$ cat src/rtl/pia_pkg.sv
// Shared definitions for the MC6821-compatible PIA: register map,
// control-register bit positions and the C2 line operating modes.
package pia_pkg;

  localparam logic [1:0] PIA_DATA_A = 2'd0;
  localparam logic [1:0] PIA_CR_A   = 2'd1;
  localparam logic [1:0] PIA_DATA_B = 2'd2;
  localparam logic [1:0] PIA_CR_B   = 2'd3;

  localparam int CR_C1_IRQEN  = 0;
  localparam int CR_C1_EDGE   = 1;
  localparam int CR_DDR_SEL   = 2;
  localparam int CR_C2_CTL_LO = 3;
  localparam int CR_C2_EDGE   = 4;
  localparam int CR_C2_CTL_HI = 5;
  localparam int CR_IRQ2      = 6;
  localparam int CR_IRQ1      = 7;

  typedef enum logic [1:0] {
    C2_IN,
    C2_HANDSHAKE,
    C2_PULSE,
    C2_MANUAL
  } c2_mode_e;

  // Decode CR[5:3] into the C2 line mode.
  function automatic c2_mode_e c2_mode(input logic [2:0] ctl);
    if (!ctl[2]) return C2_IN;
    if (ctl[1])  return C2_MANUAL;
    if (ctl[0])  return C2_PULSE;
    return C2_HANDSHAKE;
  endfunction

endpackage

$ cat src/rtl/pia_side.sv
// One side (A or B) of the PIA: DDR/OR/CR registers, control-line
// synchronisers with edge detection, IRQ flags and the C2 output sequencer.
//
// state          | meaning
// ---------------+------------------------------------------------------
// C2S_HIGH       | C2 idle high (input mode, or output mode awaiting trigger)
// C2S_HS_LOW     | handshake: C2 held low until the next active C1 edge
// C2S_PULSE_LOW  | pulse: C2 low for the current clk_ena cycle only
// C2S_MANUAL     | manual: C2 follows CR[3]
module pia_side
  import pia_pkg::*;
#(
  parameter int PORT_W      = 8,
  parameter int SYNC_STAGES = 2,
  parameter bit IS_B        = 1'b0
) (
  input  logic              clk,
  input  logic              reset,
  input  logic              clk_ena,
  input  logic              wr_cr_i,
  input  logic              wr_ddr_i,
  input  logic              wr_or_i,
  input  logic              rd_data_i,
  input  logic [5:0]        cr_wdata_i,
  input  logic [PORT_W-1:0] port_wdata_i,
  input  logic [PORT_W-1:0] pins_i,
  input  logic              c1_i,
  input  logic              c2_i,
  output logic [7:0]        cr_o,
  output logic [PORT_W-1:0] ddr_o,
  output logic [PORT_W-1:0] or_o,
  output logic [PORT_W-1:0] data_o,
  output logic              irq_o,
  output logic              c2_o,
  output logic              c2_oe_o
);

  typedef enum logic [1:0] {
    C2S_HIGH,
    C2S_HS_LOW,
    C2S_PULSE_LOW,
    C2S_MANUAL
  } c2_state_e;

  logic [5:0]             cr_q, cr_d;
  logic [PORT_W-1:0]      ddr_q, or_q;
  logic [SYNC_STAGES-1:0] c1_sync_q, c2_sync_q;
  logic                   c1_prev_q, c2_prev_q;
  logic                   irq1_q, irq1_d, irq2_q, irq2_d;
  logic                   c1_s, c2_s, c1_edge, c2_edge, trig;
  c2_state_e              state_q;
  logic                   c2_q;
  c2_mode_e               mode_new, mode_old;

  assign cr_d = wr_cr_i ? cr_wdata_i : cr_q;
  assign c1_s = c1_sync_q[SYNC_STAGES-1];
  assign c2_s = c2_sync_q[SYNC_STAGES-1];

  assign c1_edge = clk_ena & (cr_q[CR_C1_EDGE] ? (c1_s & ~c1_prev_q) : (~c1_s & c1_prev_q));
  assign c2_edge = clk_ena & ~cr_q[CR_C2_CTL_HI] &
                   (cr_q[CR_C2_EDGE] ? (c2_s & ~c2_prev_q) : (~c2_s & c2_prev_q));

  // Side A handshakes on CPU reads of port data, side B on CPU writes.
  assign trig = IS_B ? wr_or_i : rd_data_i;

  // A new edge in the same cycle as the clearing read keeps the flag set.
  assign irq1_d = c1_edge | (irq1_q & ~rd_data_i);
  assign irq2_d = ~cr_d[CR_C2_CTL_HI] & (c2_edge | (irq2_q & ~rd_data_i));

  assign mode_new = c2_mode(cr_d[CR_C2_CTL_HI:CR_C2_CTL_LO]);
  assign mode_old = c2_mode(cr_q[CR_C2_CTL_HI:CR_C2_CTL_LO]);

  // Registers, synchronisers, previous samples and flags advance on clk_ena.
  always_ff @(posedge clk) begin
    if (!reset) begin
      cr_q      <= '0;
      ddr_q     <= '0;
      or_q      <= '0;
      c1_sync_q <= '0;
      c2_sync_q <= '0;
      c1_prev_q <= 1'b0;
      c2_prev_q <= 1'b0;
      irq1_q    <= 1'b0;
      irq2_q    <= 1'b0;
    end else if (clk_ena) begin
      cr_q <= cr_d;
      if (wr_ddr_i) ddr_q <= port_wdata_i;
      if (wr_or_i)  or_q  <= port_wdata_i;
      c1_sync_q[0] <= c1_i;
      c2_sync_q[0] <= c2_i;
      for (int i = 1; i < SYNC_STAGES; i++) begin
        c1_sync_q[i] <= c1_sync_q[i-1];
        c2_sync_q[i] <= c2_sync_q[i-1];
      end
      c1_prev_q <= c1_s;
      c2_prev_q <= c2_s;
      irq1_q    <= irq1_d;
      irq2_q    <= irq2_d;
    end
  end

  // C2 output sequencer; a trigger outranks a coincident C1 release edge.
  always_ff @(posedge clk) begin
    if (!reset) begin
      state_q <= C2S_HIGH;
      c2_q    <= 1'b1;
    end else if (clk_ena) begin
      if (mode_new == C2_IN) begin
        state_q <= C2S_HIGH;
        c2_q    <= 1'b1;
      end else if (mode_new == C2_MANUAL) begin
        state_q <= C2S_MANUAL;
        c2_q    <= cr_d[CR_C2_CTL_LO];
      end else if (wr_cr_i && (mode_new != mode_old)) begin
        state_q <= C2S_HIGH;
        c2_q    <= 1'b1;
      end else if (trig) begin
        state_q <= (mode_new == C2_PULSE) ? C2S_PULSE_LOW : C2S_HS_LOW;
        c2_q    <= 1'b0;
      end else if ((state_q == C2S_PULSE_LOW) || ((state_q == C2S_HS_LOW) && c1_edge)) begin
        state_q <= C2S_HIGH;
        c2_q    <= 1'b1;
      end
    end
  end

  // Read-back view of the control register with the live flags on top.
  always_comb begin
    cr_o          = {2'b00, cr_q};
    cr_o[CR_IRQ1] = irq1_q;
    cr_o[CR_IRQ2] = irq2_q;
  end

  assign irq_o   = (irq1_q & cr_q[CR_C1_IRQEN]) |
                   (irq2_q & cr_q[CR_C2_CTL_LO] & ~cr_q[CR_C2_CTL_HI]);
  assign ddr_o   = ddr_q;
  assign or_o    = or_q;
  assign data_o  = IS_B ? ((or_q & ddr_q) | (pins_i & ~ddr_q)) : pins_i;
  assign c2_o    = c2_q;
  assign c2_oe_o = cr_q[CR_C2_CTL_HI];

endmodule

$ cat src/rtl/pia_mc6821x.sv
// MC6821-compatible PIA top level: CPU access decode, two port sides and
// the read-data multiplexer.
module pia_mc6821x
  import pia_pkg::*;
#(
  parameter int PORT_W      = 8,
  parameter int SYNC_STAGES = 2
) (
  input  logic              clk,
  input  logic              reset,
  input  logic              clk_ena,
  input  logic              cs,
  input  logic              rw,
  input  logic [1:0]        addr,
  input  logic [7:0]        data_in,
  output logic [7:0]        data_out,
  output logic              irqa,
  output logic              irqb,
  input  logic [PORT_W-1:0] pa_i,
  output logic [PORT_W-1:0] pa_o,
  output logic [PORT_W-1:0] pa_oe,
  input  logic              ca1,
  input  logic              ca2_i,
  output logic              ca2_o,
  output logic              ca2_oe,
  input  logic [PORT_W-1:0] pb_i,
  output logic [PORT_W-1:0] pb_o,
  output logic [PORT_W-1:0] pb_oe,
  input  logic              cb1,
  input  logic              cb2_i,
  output logic              cb2_o,
  output logic              cb2_oe
);

  logic              acc_rd, acc_wr;
  logic [7:0]        cra, crb;
  logic [PORT_W-1:0] data_a, data_b;
  logic              wr_cr_a, wr_ddr_a, wr_or_a, rd_data_a;
  logic              wr_cr_b, wr_ddr_b, wr_or_b, rd_data_b;

  assign acc_rd = clk_ena & cs & rw;
  assign acc_wr = clk_ena & cs & ~rw;

  assign wr_cr_a   = acc_wr & (addr == PIA_CR_A);
  assign wr_ddr_a  = acc_wr & (addr == PIA_DATA_A) & ~cra[CR_DDR_SEL];
  assign wr_or_a   = acc_wr & (addr == PIA_DATA_A) &  cra[CR_DDR_SEL];
  assign rd_data_a = acc_rd & (addr == PIA_DATA_A) &  cra[CR_DDR_SEL];

  assign wr_cr_b   = acc_wr & (addr == PIA_CR_B);
  assign wr_ddr_b  = acc_wr & (addr == PIA_DATA_B) & ~crb[CR_DDR_SEL];
  assign wr_or_b   = acc_wr & (addr == PIA_DATA_B) &  crb[CR_DDR_SEL];
  assign rd_data_b = acc_rd & (addr == PIA_DATA_B) &  crb[CR_DDR_SEL];

  pia_side #(
    .PORT_W     (PORT_W),
    .SYNC_STAGES(SYNC_STAGES),
    .IS_B       (1'b0)
  ) u_side_a (
    .clk         (clk),
    .reset       (reset),
    .clk_ena     (clk_ena),
    .wr_cr_i     (wr_cr_a),
    .wr_ddr_i    (wr_ddr_a),
    .wr_or_i     (wr_or_a),
    .rd_data_i   (rd_data_a),
    .cr_wdata_i  (data_in[5:0]),
    .port_wdata_i(data_in[PORT_W-1:0]),
    .pins_i      (pa_i),
    .c1_i        (ca1),
    .c2_i        (ca2_i),
    .cr_o        (cra),
    .ddr_o       (pa_oe),
    .or_o        (pa_o),
    .data_o      (data_a),
    .irq_o       (irqa),
    .c2_o        (ca2_o),
    .c2_oe_o     (ca2_oe)
  );

  pia_side #(
    .PORT_W     (PORT_W),
    .SYNC_STAGES(SYNC_STAGES),
    .IS_B       (1'b1)
  ) u_side_b (
    .clk         (clk),
    .reset       (reset),
    .clk_ena     (clk_ena),
    .wr_cr_i     (wr_cr_b),
    .wr_ddr_i    (wr_ddr_b),
    .wr_or_i     (wr_or_b),
    .rd_data_i   (rd_data_b),
    .cr_wdata_i  (data_in[5:0]),
    .port_wdata_i(data_in[PORT_W-1:0]),
    .pins_i      (pb_i),
    .c1_i        (cb1),
    .c2_i        (cb2_i),
    .cr_o        (crb),
    .ddr_o       (pb_oe),
    .or_o        (pb_o),
    .data_o      (data_b),
    .irq_o       (irqb),
    .c2_o        (cb2_o),
    .c2_oe_o     (cb2_oe)
  );

  // Read mux; narrow ports leave the upper data bits at zero.
  always_comb begin
    data_out = 8'h00;
    case (addr)
      PIA_DATA_A: data_out[PORT_W-1:0] = cra[CR_DDR_SEL] ? data_a : pa_oe;
      PIA_CR_A:   data_out = cra;
      PIA_DATA_B: data_out[PORT_W-1:0] = crb[CR_DDR_SEL] ? data_b : pb_oe;
      default:    data_out = crb;
    endcase
  end

endmodule

$ cat config.mk
export PLATFORM = sky130hd
export DESIGN_NAME = pia_mc6821x
export DESIGN_NICKNAME = d
export VERILOG_FILES = /design/src/rtl/pia_pkg.sv /design/src/rtl/pia_side.sv /design/src/rtl/pia_mc6821x.sv
export SDC_FILE = /design/constraint.sdc
export NUM_CORES = 1
export LEC_CHECK = 0
export ABC_AREA = 1
export BUFFER_PORTS_ARGS = -buffer_cell sky130_fd_sc_hd__buf_2
export CAP_MARGIN = 20
export CELL_PAD_IN_SITES_DETAIL_PLACEMENT = 1
export CELL_PAD_IN_SITES_GLOBAL_PLACEMENT = 1
export CORE_ASPECT_RATIO = 1.75
export CORE_MARGIN = 4
export CORE_UTILIZATION = 34
export CTS_CLUSTER_SIZE = 30
export DETAILED_ROUTE_END_ITERATION = 6
export PLACE_DENSITY_LB_ADDON = 0.1
export REMOVE_ABC_BUFFERS = 1
export SYNTH_ARGS = -nofsm -noshare
export SYNTH_HDL_FRONTEND = slang
export SYNTH_SLANG_ARGS = --single-unit
$ cat constraint.sdc
create_clock -name clk -period 1.51 [get_ports clk]
set_input_delay 0 -clock clk [delete_from_list [all_inputs] [get_ports clk]]
set_output_delay 0 -clock clk [all_outputs]
set_load 0.1 [all_outputs]
==> reports/metrics.cfg <==
[global_route]
grt_pass1_vias=3904
grt_pass1_wl_mm=19.71
overflow=0
antenna_found_initial=0
grt_util_all_layers_pct=23.41
grt_max_degree=40

[logic_synthesis]
ys_seq_area_share_pct=40.60
synth_compound_area_share_pct=22.84
synth_top_cell_by_area=dfxtp_1
syn-mean-instance-area_sq_um=6.895
yosys.area_share.simple_pct=28.07
ys_top_cells_by_area=dfxtp_1, nor2_1, o21ai_0
syn_area_sq_um=3254
synth_seq_cells=66
synth_top_cell_area_share_pct=40.60
synth_cell_type_count=29
synth_top_family_by_area=simple AND/OR/NAND/NOR gates
synthCells=472
yosys-mux-area-fraction_pct=0
yosysWarningCount=0
synthXorXnorAreaFrac_pct=0
synth_fa_ha_area_share_pct=0

[critical_path]
reg2reg_from=u_side_b.cr_q[2]
cpMaxStageDelayCell=dfxtp_4
slowest_delay_ns=0.36
path_cells=buf_6 > nor2_2 > nor2_1 > o21ai_1 > buf_4 > o2111ai_4 > buf_12
ff2ff_setup_slack_ns=0.07
path_class=flip-flop to output pin
arrival_ns=1.58
cp_max_fo=3
cp-start-kind=flip-flop
reg2reg_depth=6
crit_required_ns=1.51
cp-end-kind=output pin
timing.rr.end=u_side_b.or_o[6]

[clock_network]
clockBufferDepth=2
worstSkewPairLatency_ns=0.33
clock-sinks=66
cts_buffers=9
cts-root-buf=clkbuf_16
cts_tree=yes
htreeDepth=3
clkTransAtPathRegs_ns=0.05

[die]
die_area_sq_um=11260
initial_core_util_pct=34.59
ios=81
fp.dieW_microns=81.96
std_cell_rows=47
core_area_sq_um=9409
die_y_microns=137.4

[sta]
fin_hold_ws_ns=0.01395
rsz0062_at_grt=true
clock_skew_ns=0.004940
fin_crit_ns=1.576
tightest_slew_ns=0.4946
hold_viol_final=0
fin_tns_setup_ns=-0.2301
finalCritPeriodShare_pct=104.4
finalWorstSetupSlack_ns=-0.06647
finalSetupViolCount=6
report.final.slew_viol_count=0
max_freq_ghz=0.6343
maxSlewHeadroom_pct=67.25

[route]
vias=3657
drt_pre_antenna_iters=5
drc=0
via_per_inst=5.180
drt-total-wl_mm=12.52
ant_nets=0
drt_iter0_drc=117
wire_per_inst_microns=17.73

[finish]
diodes=0
layout-drive-gt1-share_pct=32.71
multi_input_area_sq_um=1888
fillers=1226
regArea_sq_um=1334
final_core_util_pct=50.56
nets=615
area_delta_synth_final_pct=46.17

[power_and_ir_drop]
total_leakage_power_nw=2.075
power.total_mw=4.609
peakVddDrop_v=0.0005963
p_per_area_nw_per_um2=968.8

[job]
max_cap_violations=0

[hold_path]
min_from=reset
hold_class=input pin to flip-flop
hold_depth=2
holdPathEnd=u_side_b.c2_o

[placement]
hpwl_mm=9.495
gp_congestion=0.9249
io_buffer_count=80

[run_status]
violations=negative setup slack
status=finished with violations

state kept, by name (all words and copies together) (netlist names), 2 cells and up:
name	count
u_side_a.c1_sync_q	2
u_side_a.c2_sync_q	2
u_side_a.cr_q	6
u_side_a.ddr_o	8
u_side_a.or_o	8
u_side_a.state_q	2
u_side_b.c1_sync_q	2
u_side_b.c2_sync_q	2
u_side_b.cr_q	6
u_side_b.ddr_o	8
u_side_b.or_o	8
u_side_b.state_q	2
critical path: cells and delay by family, from the launching register on:
family	cells	cell delay, ns
buf+inv	3	0.51
flops	1	0.36
compound gates	2	0.29
simple gates	2	0.11
area by class of cell:
cell class              count  share of cell area (%)
multi-input cells         336                   39.69
flip-flops and latches     66                   28.04
repair buffers            118                   18.67
well taps                 122                   3.209
clock inverters             2                  0.7365
inverters                  49                   3.972
clock buffers              13                   5.681
kinds of logic (layout without fill, tap and decap cells):
family | count (synthesis) | count (layout)
and+or+nand+nor | 201 | 201
buffers and inverters | 70 | 182
DFF | 66 | 66
AOI/OAI and AO/OA | 135 | 135
Yosys cell counts:
library cell	instances
buf_6	1
o22ai_1	1
inv_2	1
nand4_1	3
a211oi_1	1
a21oi_1	49
buf_1	2
nand2_2	6
nor2_1	87
buf_4	1
nand3_1	23
clkbuf_1	15
dfxtp_1	66
o31ai_1	7
nor3_1	6
nor2_4	1
nand2_1	63
nor2_8	1
o32ai_1	1
buf_2	2
o211ai_1	3
inv_1	48
nand3_2	4
nand2_4	6
o311ai_0	1
nor3_2	1
o21ai_0	64
o2111ai_1	7
a32o_1	1
layer usage:
metal / routed length (microns) / vias up / GRT usage (%)
li1: - / 1783 / -
met5: 0 / - / 0
met4: 505 / 0 / 10.91
met3: 504 / 34 / 4.777
met2: 6934 / 95 / 42.93
met1: 4572 / 1745 / 24.75
power by group:
| part | internal [mW] | switching [mW] |
|---|---|---|
| registers | 1.79 | 0.0332 |
| logic | 0.201 | 0.446 |
| clock network | 1.40 | 0.741 |
layout by cell type (no fill, tap or decap), drive strengths merged, types with 3 or more instances in the layout:
cell / n
buf: 111
nor2: 89
nand2: 75
dfxtp: 66
o21ai: 64
inv: 49
a21oi: 49
nand3: 27
clkbuf: 14
o2111ai: 7
o31ai: 7
nor3: 7
dlygate4sd3: 6
o211ai: 3
nand4: 3
worst max path at each step:
stage | startpoint | end
floorplan | u_side_b.or_o[2] | data_out[2]
global placement | u_side_b.cr_q[2] | u_side_b.or_o[5]
detailed placement | u_side_b.cr_q[2] | u_side_b.or_o[7]
CTS | u_side_a.cr_q[2] | data_out[2]
global route | u_side_a.cr_q[2] | data_out[0]
finish | u_side_a.cr_q[2] | data_out[0]
timing repair:
action / in CTS / in global routing
hold buffers: 6 / 0
endpoints found under the setup margin: 17 / 28
resized for setup: 51 / 36
pin swaps: 8 / 11
hold endpoints to repair: 8 / 0
buffers inserted: 2 / 0
stage by stage:
stage	cell area (sq um)	setup slack, ns	instances
2_1_floorplan	3162	-3.075	451
3_3_place_gp	4053	-0.03769	683
5_1_grt	4757	-0.09576	706
3_5_place_dp	4053	-0.05641	683
6_report	4757	-0.06647	706
4_1_cts	4638	-0.06513	706
Note: power is estimated with default switching activity, not from simulation.
